<file path="config.mk">
export PLATFORM = sky130hd
export DESIGN_NAME = checkpoint_seq_ctrl
export DESIGN_NICKNAME = d
export VERILOG_FILES = /design/src/rtl/checkpoint_pkg.sv /design/src/rtl/cp_task_wdog.sv /design/src/rtl/checkpoint_seq_ctrl.sv
export SDC_FILE = /design/constraint.sdc
export NUM_CORES = 1
export LEC_CHECK = 0
export BUFFER_PORTS_ARGS = -buffer_cell sky130_fd_sc_hd__buf_2
export CAP_MARGIN = 15
export CORE_ASPECT_RATIO = 1.5
export CORE_MARGIN = 3
export CORE_UTILIZATION = 30
export CTS_CLUSTER_DIAMETER = 150
export DETAILED_ROUTE_END_ITERATION = 8
export PLACE_DENSITY = 0.43
export SKIP_LAST_GASP = 1
export SLEW_MARGIN = 20
export SYNTH_ARGS = -nofsm -noshare
export SYNTH_HDL_FRONTEND = slang
export SYNTH_HIERARCHICAL = 1
export SYNTH_SLANG_ARGS = --single-unit
</file>
<file path="constraint.sdc">
create_clock -name clk -period 8.09 [get_ports clk]
set_input_delay 1.2135 -clock clk [delete_from_list [all_inputs] [get_ports clk]]
set_output_delay 1.2135 -clock clk [all_outputs]
set_load 0.005 [all_outputs]
</file>
<file path="src/rtl/checkpoint_pkg.sv">
// Shared constants for the checkpoint sequence monitor: cause bit layout,
// task-count limit and task-index width.
package checkpoint_pkg;

   localparam int MAX_TASKS   = 16;
   localparam int TASK_IDX_W  = 4;

   localparam int CAUSE_W     = 3;
   localparam int CAUSE_TMO   = 0;
   localparam int CAUSE_EARLY = 1;
   localparam int CAUSE_SEQ   = 2;

   // Successor of a task index in a ring of n tasks.
   function automatic logic [TASK_IDX_W-1:0] next_idx(input logic [TASK_IDX_W-1:0] idx,
                                                      input int n);
      return (int'(idx) == n - 1) ? '0 : idx + TASK_IDX_W'(1);
   endfunction

endpackage

</file>
<file path="src/rtl/cp_task_wdog.sv">
// Per-task watchdog: saturating gap counter cleared on a hit, with
// timeout (gap too long) and early (gap too short) comparisons.
module cp_task_wdog
   import checkpoint_pkg::*;
#(
   parameter int               CNT_W    = 24,
   parameter logic [CNT_W-1:0] TIMEOUT  = '1,
   parameter logic [CNT_W-1:0] MIN_TIME = '0
) (
   input  logic clk,
   input  logic rst,
   input  logic clear_i,
   input  logic hit_i,
   output logic timeout_o,
   output logic early_o
);

   logic [CNT_W-1:0] cnt_q, cnt_d;

   always_comb begin
      cnt_d = cnt_q;
      if (clear_i || hit_i)
         cnt_d = '0;
      else if (cnt_q != '1)
         cnt_d = cnt_q + CNT_W'(1);
   end

   always_ff @(posedge clk or posedge rst) begin
      if (rst) cnt_q <= '0;
      else     cnt_q <= cnt_d;
   end

   assign timeout_o = (cnt_q > TIMEOUT);
   // A zero minimum disables the early check for this task.
   assign early_o   = hit_i && (MIN_TIME != '0) && (cnt_q < MIN_TIME);

endmodule

</file>
<file path="src/rtl/checkpoint_seq_ctrl.sv">
// Checkpoint sequence monitor: decodes signature writes into per-task hits,
// runs one watchdog per task and latches sticky alarm/cause/task.
// Optional macro CP_SEQ_CHECK_EN adds task-order (sequence) checking.
module checkpoint_seq_ctrl
   import checkpoint_pkg::*;
#(
   parameter int                       NUM_TASKS      = 4,
   parameter int                       CNT_W          = 24,
   parameter logic [31:0]              SIGNATURE_ADDR = 32'h0007_0000,
   parameter logic [NUM_TASKS*32-1:0]  SIGNATURES     = {32'hCAFEAAA4, 32'hCAFEAAA3,
                                                         32'hCAFEAAA2, 32'hCAFEAAA1},
   parameter logic [NUM_TASKS*CNT_W-1:0] TIMEOUTS     = {24'd9000000, {3{24'd3500000}}},
   parameter logic [NUM_TASKS*CNT_W-1:0] MIN_TIMES    = '0
) (
   input  logic                  clk,
   input  logic                  rst,
   input  logic                  checkpoint_valid_i,
   input  logic [31:0]           checkpoint_addr_i,
   input  logic [31:0]           checkpoint_data_i,
   input  logic                  err_clear_i,
   output logic                  cp_error_alarm_o,
   output logic [CAUSE_W-1:0]    err_cause_o,
   output logic [TASK_IDX_W-1:0] err_task_o
);

   logic [NUM_TASKS-1:0]  hit, tmo, early, err_vec;
   logic                  seq_err;
   logic [CAUSE_W-1:0]    cause_now;
   logic [TASK_IDX_W-1:0] err_idx;

   logic                  alarm_q, alarm_d;
   logic [CAUSE_W-1:0]    cause_q, cause_d;
   logic [TASK_IDX_W-1:0] task_q, task_d;

   // Descending scan so duplicate signatures resolve to the lowest task.
   always_comb begin
      hit = '0;
      for (int i = NUM_TASKS - 1; i >= 0; i--) begin
         if (checkpoint_valid_i && (checkpoint_addr_i == SIGNATURE_ADDR) &&
             (checkpoint_data_i == SIGNATURES[i*32 +: 32])) begin
            hit    = '0;
            hit[i] = 1'b1;
         end
      end
   end

   for (genvar g = 0; g < NUM_TASKS; g++) begin : gen_wdog
      cp_task_wdog #(
         .CNT_W    (CNT_W),
         .TIMEOUT  (TIMEOUTS[g*CNT_W +: CNT_W]),
         .MIN_TIME (MIN_TIMES[g*CNT_W +: CNT_W])
      ) u_wdog (
         .clk       (clk),
         .rst       (rst),
         .clear_i   (err_clear_i),
         .hit_i     (hit[g]),
         .timeout_o (tmo[g]),
         .early_o   (early[g])
      );
   end

`ifdef CP_SEQ_CHECK_EN
   logic                  hit_any;
   logic [TASK_IDX_W-1:0] hit_idx;
   logic [TASK_IDX_W-1:0] exp_q, exp_d;

   always_comb begin
      hit_any = |hit;
      hit_idx = '0;
      for (int i = NUM_TASKS - 1; i >= 0; i--)
         if (hit[i]) hit_idx = TASK_IDX_W'(i);
   end

   assign seq_err = hit_any && (hit_idx != exp_q);

   // Expected index resyncs to the successor of whatever task just hit.
   always_comb begin
      exp_d = exp_q;
      if (err_clear_i)  exp_d = '0;
      else if (hit_any) exp_d = next_idx(hit_idx, NUM_TASKS);
   end

   always_ff @(posedge clk or posedge rst) begin
      if (rst) exp_q <= '0;
      else     exp_q <= exp_d;
   end
`else
   assign seq_err = 1'b0;
`endif

   assign err_vec = tmo | early | (hit & {NUM_TASKS{seq_err}});

   always_comb begin
      cause_now             = '0;
      cause_now[CAUSE_TMO]   = |tmo;
      cause_now[CAUSE_EARLY] = |early;
      cause_now[CAUSE_SEQ]   = seq_err;
      err_idx = '0;
      for (int i = NUM_TASKS - 1; i >= 0; i--)
         if (err_vec[i]) err_idx = TASK_IDX_W'(i);
   end

   // Clear has priority; err_task_o only captures the first latched error.
   always_comb begin
      alarm_d = alarm_q;
      cause_d = cause_q;
      task_d  = task_q;
      if (err_clear_i) begin
         alarm_d = 1'b1;
         cause_d = '0;
         task_d  = '0;
      end else if (|cause_now) begin
         alarm_d = 1'b0;
         cause_d = cause_q | cause_now;
         if (alarm_q) task_d = err_idx;
      end
   end

   always_ff @(posedge clk or posedge rst) begin
      if (rst) begin
         alarm_q <= 1'b1;
         cause_q <= '0;
         task_q  <= '0;
      end else begin
         alarm_q <= alarm_d;
         cause_q <= cause_d;
         task_q  <= task_d;
      end
   end

   assign cp_error_alarm_o = alarm_q;
   assign err_cause_o      = cause_q;
   assign err_task_o       = task_q;

endmodule

</file>
==> flow_summary.ini <==
[run_status]
status = completed

[setup_path]
path_depth = 8
r2r_end = err_task_o[0]
cp_slowest_cell = or4_1
end_kind = flip-flop
crit_type = in2reg
r2r_slack_ns = 5.06
crit_family = simple AND/OR/NAND/NOR gates
startpoint_type = primary input
reg2reg_from = gen_wdog[3].u_wdog/cnt_q[0]
worst-path-buf-inv = 1
worstPathArrival_ns = 3.76
worstPathRequired_ns = 8.32
worstRegToRegCells = 10
path_max_fanout = 18
setup.worst_path.start = checkpoint_data_i[24]
crit_end = gen_wdog[2].u_wdog/cnt_q[3]
path_cells = buf_2 -> or4b_1 -> or4_1 -> nor4_2 -> and4b_1 -> or2_2 -> a2111o_1 -> o21ai_0
max_stage_delay_ns = 0.52

[power_and_ir_drop]
p_sw_share_pct = 26.0
seqPwrFrac_pct = 50.7
power.internal_w = 0.000757
static-leakage-power_nw = 3.02
p_per_area_nw_per_um2 = 131
ir_worst_vdd_mv = 0.105
p_total_w = 0.00102
combPwrFrac_pct = 6.9
power_switching_w = 0.000265
clkPwrFrac_pct = 42.4

[yosys]
synth_warnings = 6
async_flop_share_pct = 100
synth-seq-area-share_pct = 35.4
yosys_register_bits = 101
netlist_area_sq_um = 7140
synth.avg_cell_area_sq_um = 9.05
synth_top_cell_by_area = dfrtp_1
synth.top_cell.area_share_pct = 35.0
synth_edf_count = 0
synth_area_leaders = dfrtp_1, a21oi_1, nand2_1
synthCells = 789
synthDistinctLibCells = 62
synthFlopType = dfrtp_1

[hold_path]
holdCritPathClass = reg2reg

[clock_tree]
cts_hold_buffers = 0
clock-sinks = 101
root_buffer = clkbuf_16
cts_resized = 0
cts_buffers = 9
post_cts_buffers = 0
clock_path_buffers = 2
cts-htree-levels = 3
clk_pin_slew_ns = 0.07
clk_latency_ns = 0.36
cts_tree = yes

[cells_and_area]
layout_commonest_cell = dfrtp_1
drive_gt1_share_pct = 18.2
layout_common_cells = dfrtp_1, nand2_1, a21oi_1, buf_2, o21ai_0
area_delta_synth_final_pct = 9.46
fin_nets = 904
diodes = 0
instances_no_fill = 1148

[timing]
rsz0062_at_grt = false
slew_headroom_pct = 35.7
fin_setup_tns_ns = 0
finalCritPeriodShare_pct = 43.7
finalHoldViolations = 0
setup_viol = 0
fin_ws_ns = 4.56
fmaxAchievable_mhz = 283
worst_slew_pin_slew_ns = 0.958
skew_ns = 0.0153
min_period_ns = 3.53
drv_slew = 0

[floorplan]
die_y_um = 195
die_w_um = 132
die-area_sq_um = 25700
core_area_sq_um = 23200
initial_core_util_pct = 30.7
ioPinCount = 76
fp-row-count = 68

[placement]
pre_cts_ws_ns = 4.14
port_buffers = 72
dp_cells = 1132
dp_hpwl_um = 14500
gp_congestion = 0.789

[route]
first_iter_violations = 378
viasPerCell = 5.69
postRouteAntennaNets = 0
wl_per_cell_um = 17.1
first_pass_iters = 5
drc_errors = 0
num_vias = 6535
wl_um = 19700

[grt]
gr-total-overflow = 0
grt_pass1_wl_um = 33000
antenna_found_initial = 0
grt_max_degree = 28
grt_pass1_vias = 6554
grtUsageTotal_pct = 15.4

[flow_run]
drv_cap = 0
synth_stat cells, drive strengths merged (22+ instances only):
cell      n
nand3    35
o31ai    23
and4     29
buf      37
nor4     24
dfrtp   100
nor3     27
nor2     26
or4      25
a2111o   24
a21oi    74
nand4    39
o21ai    46
or3      25
inv      22
nand2    81
power by group through the flow:
stage                     logic [W]  clock network (W)  registers, W
final                     0.0000710           0.000434      0.000518
after detailed placement  0.0000729                  0      0.000528
after global routing      0.0000817           0.000475      0.000519
after floorplan           0.0000436                  0      0.000526
after CTS                 0.0000731           0.000456      0.000518
after global placement    0.0000711                  0      0.000527
stage by stage:
step	hold WS (ns)	instance area, sq um	utilization, %
after floorplan	0.489	7150	-
after global placement	0.482	7530	32.4
after detailed placement	0.490	7530	32.4
after CTS	0.507	7820	33.7
after global routing	0.530	7820	33.7
final	0.498	7820	33.7
kinds of logic after synthesis:
group	share of synthesized area, %
and+or+nand+nor	33.8
AOI/OAI and AO/OA	20.1
DFF	35.4
buffers and inverters	6.89
muxes	2.15
adders and majority gates	1.40
other	0.263
worst reg2reg max path: cells and delay by family, from the launching register on:
kind | cells | cell delay (ns)
simple gates | 4 | 1.24
fa+ha+maj | 1 | 0.15
mux | 2 | 0.64
buf+inv | 1 | 0.11
flops | 1 | 0.41
compound gates | 2 | 0.36
layout make-up:
type / instances / area (sq um)
sequential: 101 / 2530
multi-input combinational: 617 / 4130
tap: 315 / 394
clock inverter: 6 / 46.3
timing repair buffer: 77 / 398
fill: 2424 / 15400
clock buffer: 10 / 239
inverter: 22 / 82.6
per-layer routing:
layer	up-vias	share of wire (%)	global-route usage, %
met1	3216	42	18.0
met4	0	2.2	6.03
met3	23	3.5	2.47
met2	153	52	28.0
li1	3143	-	-
met5	-	0	0
state kept, by name, indices dropped and copies added, names as in the netlist:
register               cells
cp_error_alarm_o           1
err_cause_o                2
err_task_o                 2
gen_wdog.u_wdog/cnt_q     96
worst min-delay path by stage:
stage / start / endpoint / depth (start not counted)
after floorplan: err_cause_o[0] / err_cause_o[0] / 2
after global placement: err_cause_o[0] / err_cause_o[0] / 2
after detailed placement: err_task_o[0] / err_task_o[0] / 1
after CTS: err_task_o[0] / err_task_o[0] / 1
after global routing: err_task_o[0] / err_task_o[0] / 1
final: err_cause_o[1] / err_cause_o[1] / 2
Note: power is estimated with default switching activity, not from simulation.
